### config.mk
export PLATFORM = sky130hd
export DESIGN_NAME = onehot_codec
export DESIGN_NICKNAME = d
export VERILOG_FILES = /design/src/rtl/onehot_codec.sv
export SDC_FILE = /design/constraint.sdc
export NUM_CORES = 1
export LEC_CHECK = 0
export CAP_MARGIN = 10
export CORE_ASPECT_RATIO = 1.2
export CORE_UTILIZATION = 45
export DETAILED_ROUTE_END_ITERATION = 8
export PLACE_DENSITY = 0.8
export SLEW_MARGIN = 30
export SYNTH_ARGS = -nofsm -noshare
export SYNTH_HDL_FRONTEND = slang
export SYNTH_SLANG_ARGS = --single-unit
### constraint.sdc
create_clock -name clk -period 1.5 [get_ports clk]
set_input_delay 0.15 -clock clk [delete_from_list [all_inputs] [get_ports clk]]
set_output_delay 0.15 -clock clk [all_outputs]
set_load 0.02 [all_outputs]
### src/rtl/onehot_codec.sv
// onehot_codec: registered binary <-> one-hot converter with 2-entry skid.
// Define ONEHOT_CODEC_ERR_EN to enable decode error flag and err_count.
module onehot_codec #(
    parameter int BIN_WIDTH = 4
) (
    input  logic                        clk,
    input  logic                        rst,
    input  logic                        in_valid,
    output logic                        in_ready,
    input  logic                        in_mode,
    input  logic [BIN_WIDTH-1:0]        in_bin,
    input  logic [(1<<BIN_WIDTH)-1:0]   in_onehot,
    output logic                        out_valid,
    input  logic                        out_ready,
    output logic                        out_mode,
    output logic [(1<<BIN_WIDTH)-1:0]   out_onehot,
    output logic [BIN_WIDTH-1:0]        out_bin,
    output logic                        out_err,
    output logic [7:0]                  err_count
);

    localparam int ONEHOT_WIDTH = 1 << BIN_WIDTH;

    typedef struct packed {
        logic                    mode;
        logic [BIN_WIDTH-1:0]    bin;
        logic [ONEHOT_WIDTH-1:0] onehot;
        logic                    err;
    } entry_t;

    entry_t res;
    entry_t m_q;
    entry_t s_q;
    logic   m_full;
    logic   s_full;
    logic   in_fire;
    logic   out_fire;

    assign in_ready = !s_full;
    assign out_valid = m_full;
    assign in_fire = in_valid && in_ready;
    assign out_fire = m_full && out_ready;

    assign out_mode = m_q.mode;
    assign out_bin = m_q.bin;
    assign out_onehot = m_q.onehot;
    assign out_err = m_q.err;

    // Convert the incoming transaction; lowest set bit wins on decode.
    always_comb begin
        res = '0;
        res.mode = in_mode;
        if (!in_mode) begin
            res.bin = in_bin;
            res.onehot = ONEHOT_WIDTH'(1) << in_bin;
        end else begin
            res.onehot = in_onehot;
            for (int i = ONEHOT_WIDTH - 1; i >= 0; i--) begin
                if (in_onehot[i]) begin
                    res.bin = BIN_WIDTH'(i);
                end
            end
`ifdef ONEHOT_CODEC_ERR_EN
            res.err = (in_onehot == '0) ||
                      ((in_onehot & (in_onehot - ONEHOT_WIDTH'(1))) != '0);
`endif
        end
    end

    // Main/skid storage: S refills M on drain, new data lands in M or S.
    always_ff @(posedge clk) begin
        if (rst) begin
            m_full <= 1'b0;
            s_full <= 1'b0;
            m_q    <= '0;
            s_q    <= '0;
        end else if (out_fire) begin
            if (s_full) begin
                m_q    <= s_q;
                s_full <= 1'b0;
            end else if (in_fire) begin
                m_q    <= res;
            end else begin
                m_full <= 1'b0;
            end
        end else if (in_fire) begin
            if (!m_full) begin
                m_q    <= res;
                m_full <= 1'b1;
            end else begin
                s_q    <= res;
                s_full <= 1'b1;
            end
        end
    end

`ifdef ONEHOT_CODEC_ERR_EN
    logic [7:0] err_cnt_q;

    // Count accepted erroneous decodes, saturating at 255.
    always_ff @(posedge clk) begin
        if (rst) begin
            err_cnt_q <= '0;
        end else if (in_fire && res.err && err_cnt_q != 8'hff) begin
            err_cnt_q <= err_cnt_q + 8'd1;
        end
    end

    assign err_count = err_cnt_q;
`else
    assign err_count = 8'd0;
`endif

endmodule

Word-level counts from Yosys, hierarchy flattened

Index checks and enable logic that the tools add are counted.

Equal/unequal tests: 3
Shifts and indexed selects: 1
Multiplexer cells: 26
Bitwise operators: 1
Reduce and logical (&&, ||, !) cells: 10

Operators with widths:

| operator                                                                | number |
|---|---|
| 22-bit two-way mux                                                      | 5 |
| 4-bit two-way mux                                                       | 16 |
| 20-bit two-way mux                                                      | 1 |
| 1-bit by 4-bit << shifter with 16-bit output, first input constant      | 1 |
| 3-bit AND reduction                                                     | 3 |
| 1-bit two-way mux                                                       | 4 |
| 2-bit inequality test, second input constant                            | 2 |
| 2-bit nonzero test                                                      | 2 |
| 1-bit logical AND                                                       | 2 |
| 2-bit by 1-bit inequality test with 1-bit output, second input constant | 1 |
| 2-bit AND reduction                                                     | 1 |
| 2-bit OR reduction                                                      | 1 |
| 1-bit zero test                                                         | 1 |
| 1-bit NOT                                                               | 1 |

Register bits after elaboration: 45
Input bits: 25
Output and inout port bits: 32
Word-level logic and storage cells: 50

Longest topological paths before layout

Word-level depth: 20
Mapped depth: 8
Gate-level depth less buffers: 4

Least setup slack after synthesis

No wires, ideal clock.

Path kind: reg2reg
Start point: reg m_full, in the netlist out_valid
End point: reg m_q, in the netlist out_onehot[10]
Library setup time: 0.076 ns
Arrival time: 1.441 ns
Required time: 1.424 ns
Slack: -0.017 ns
Stages on the path, launching flop included: 8
Path buffers: 3
Period minus slack after synthesis: 1.517 ns
Cells stage by stage: dfxtp_1 -> and2_1 -> o22a_1 -> buf_4 -> nand2b_1 -> buf_2 -> buf_2 -> o22ai_1

Word-level cells in the longest chain between the ends: 3
Elaborated cells on any way between the ends: 5
Those cells by class: 1 x eq/ne; 1 x mux; 3 x reduce/logical

RTL lines:

| item                                                                                                           | line | RTL |
|---|---|---|
| start, declared                                                                                                | 34   | `logic m_full;` |
| start signal, assigned                                                                                         | 73   | `m_full <= 1'b0;` |
| start signal, assigned                                                                                         | 84   | `m_full <= 1'b0;` |
| start signal, assigned                                                                                         | 89   | `m_full <= 1'b1;` |
| 1-bit logical AND                                                                                              | 42   | `assign out_fire = m_full && out_ready;` |
| 2-bit by 1-bit inequality test with 1-bit output (no source line) / 2-bit nonzero test (equally long branches) | n/a  |  |
| 3-bit AND reduction (no source line)                                                                           | n/a  |  |
| end signal, assigned                                                                                           | 79   | `m_q <= s_q;` |
| end signal, assigned                                                                                           | 82   | `m_q <= res;` |
| end signal, assigned                                                                                           | 88   | `m_q <= res;` |
| end, declared                                                                                                  | 32   | `entry_t m_q;` |

Parallel ways exist; a longest one is shown, timed or not.
A chain may end at the register's enable or synchronous reset.

Worst setup path after layout

Start point: reg s_full
End point: reg s_q[15] in the netlist's numbering

Word-level cells in the longest chain between the ends: 3

RTL lines:

| item                                 | line | RTL |
|---|---|---|
| start, declared                      | 35   | `logic s_full;` |
| start signal, assigned               | 74   | `s_full <= 1'b0;` |
| start signal, assigned               | 80   | `s_full <= 1'b0;` |
| start signal, assigned               | 92   | `s_full <= 1'b1;` |
| 1-bit zero test                      | 39   | `assign in_ready = !s_full;` |
| 1-bit logical AND                    | 41   | `assign in_fire = in_valid && in_ready;` |
| 3-bit AND reduction (no source line) | n/a  |  |
| end signal, assigned                 | 91   | `s_q <= res;` |
| end, declared                        | 33   | `entry_t s_q;` |

No other way between the ends.

==> metrics.cfg <==
[final_layout]
final_util=0.697
drive_gt1_frac=0.219
final_nets=391
n_antenna_cell=0
final_common_cell=buf_4
synthToLayoutAreaGrowth_pct=46.8
layout_common_cells=buf_4, clkdlybuf4s50_1, dfxtp_1
final_cells=426

[timing]
worst_hold_slack_ns=0.480
fin_skew_ns=0.00936
finalSetupViolations=0
slew_viol_final=0
rsz0062_at_grt=yes
finalCriticalPeriod_ns=1.48
post-route-period-util=0.989
final.setup.worst_slack_ns=0.0158
timing_hold_violations_final=0
max_freq_mhz=674

[worst_hold_path]
holdCritPathClass=flop to flop

[pwr]
internal_power_mw=2.01
power_frac_seq=0.448
combPwrFrac=0.264
p_leak_nw=1.35
pwr-share-clk=0.288
p_sw_frac=0.289
switching_power_mw=0.818
peakVddDrop_v=0.000487
finalPower_mw=2.83
powerDensity_mw_per_mm2=815

[yosys]
syn_area_mm2=0.00236
synth-warning-count=0
synth_edf_count=0
synthDistinctLibCells=42
synth_area_per_cell_um2=8.29
synth_seq_cells=44
synthCells=285
async_reset_ff_frac=0
ys.flop_type=dfxtp_1
yosysSeqAreaShare=0.373

[route]
met1Wirelength_mm=3.09
antenna_violating_nets_post_route=0
vias=2516
routed.top_layer=met4
met2_length_mm=3.50
route.detailed.drc=0
drt_first_pass_iters=5
met3WireLength_um=462
vias_per_cell=5.91
post_drt_wl_per_cell_um=16.9
drt_iter0_markers=166
routed_wl_mm=7.21

[critical_path]
slowest_delay_ns=0.36
worstPathCellList=nand2b_4 > nor3b_4 > buf_12 > clkbuf_16 > o311a_1 > nor3_1
cp_slowest_cell=dfxtp_2
crit_required_ns=1.68
endpoint_kind=flop
cp_max_fo=19
critical_path_class=flop to flop
worstSetupStartpointType=flop
arrival_ns=1.66

[clocking]
htree_num_levels=2
cts-root-buf=clkbuf_8
clk_pin_slew_worst_paths_ns=0.08
cts_sinks=44
numCtsBuffers=5
cts_tree=built
clk_latency_ns=0.30
clockBufferDepth=2

[placement]
dp.cells=415
dp.final_hpwl_mm=4.87
place_congestion=0.944
post-place-ws_ns=-0.333
port_buffers=47

[floorplan]
design.portCount=57
start_util=0.475
die_h_um=81.4
core-area_mm2=0.00497
rows=28
die_area_mm2=0.00554
die_width_um=68.1

[global_routing]
grt_usage=0.262
grt_pass1_wl_mm=11.0
grt_max_degree=39
antenna_found_initial=0
grt_overflow=0
grt_pass1_vias=2318

[flow_run]
maxCapViolCount=0

[status]
outcome=complete, no violations

## synthesized netlist by cell type, types with 4 or more instances
library cell / count / area (um^2)
dfxtp_1: 44 / 881
nor2_1: 31 / 116
nand2b_1: 25 / 156
nand2_1: 19 / 71.3
o22ai_1: 19 / 119
buf_4: 12 / 90.1
o21ai_0: 12 / 60.1
nor3_1: 11 / 55.1
buf_2: 10 / 50.1
o311ai_0: 10 / 87.6
clkbuf_1: 9 / 33.8
o311a_1: 9 / 90.1
mux2i_1: 8 / 80.1
a211oi_1: 7 / 52.6
a21oi_1: 6 / 30.0
a311oi_1: 4 / 35.0
inv_1: 4 / 15.0
o41ai_1: 4 / 35.0
## critical path, delay by kind of cell (launching register included)
kind / cells / cell delay [ns]
and+or+nand+nor: 3 / 0.50
DFF: 1 / 0.36
buffers and inverters: 2 / 0.34
AOI/OAI and AO/OA: 1 / 0.16
## registers in the layout, indices dropped and copies added (netlist names)
register / flops
s_full: 1
out_onehot: 16
s_q: 21
out_bin: 4
out_mode: 1
out_valid: 1
## path summary, 6_finish.rpt
check / from / slack (ns) / cells past startpoint / end
worst min register to register: out_onehot[11] / 0.48 / 2 / out_onehot[11]
worst max-delay path: s_full / 0.02 / 6 / s_q[15]
worst max register to register: s_full / 0.02 / 6 / s_q[15]
worst min-delay path: out_onehot[11] / 0.48 / 2 / out_onehot[11]
## routing by layer
layer	track usage	up-vias
met2	0.419	116
met1	0.342	1182
li1	-	1200
met5	0	-
met4	0.0979	0
met3	0.0520	18
## repair_timing
action,4_1_cts,5_1_grt
resized for setup,1,28
setup endpoints to repair,1,27
pin swaps,0,4
cloned,0,3
hold buffers,0,0
hold endpoints to repair,0,0
setup buffers,0,1
## power by group through the flow
stage               Sequential, mW  Combinational, mW  Clock, mW
CTS                           1.27              0.686      0.818
detailed placement            1.29              0.683          0
global route                  1.28              0.800      0.860
floorplan                     1.34              0.311          0
finish                        1.27              0.746      0.814
global placement              1.29              0.674          0
## per-stage QoR
| stage | TNS, ns | cell area, um^2 |
|---|---|---|
| 3_5_place_dp | -8.23 | 3170 |
| 3_3_place_gp | -7.60 | 3170 |
| 4_1_cts | 0 | 3270 |
| 2_1_floorplan | 0 | 2390 |
| 5_1_grt | -0.0656 | 3470 |
| 6_report | 0 | 3470 |
## logic make-up after synthesis
kind of cell / count (synthesis) / synth area share
muxes: 8 / 0.0339
DFF: 44 / 0.373
and+or+nand+nor: 109 / 0.237
buffers and inverters: 37 / 0.0832
AOI/OAI and AO/OA: 86 / 0.271
other: 1 / 0.00159
## cell type report
| type | instances | area [um^2] |
|---|---|---|
| repair buffers | 99 | 986 |
| multi-input cells | 212 | 1410 |
| inverters | 4 | 15.0 |
| flip-flops and latches | 44 | 883 |
| clock buffers | 7 | 96.3 |
| well taps | 60 | 75.1 |
| fillers | 392 | 1510 |
No activity file was read; power rests on OpenSTA's default activity.
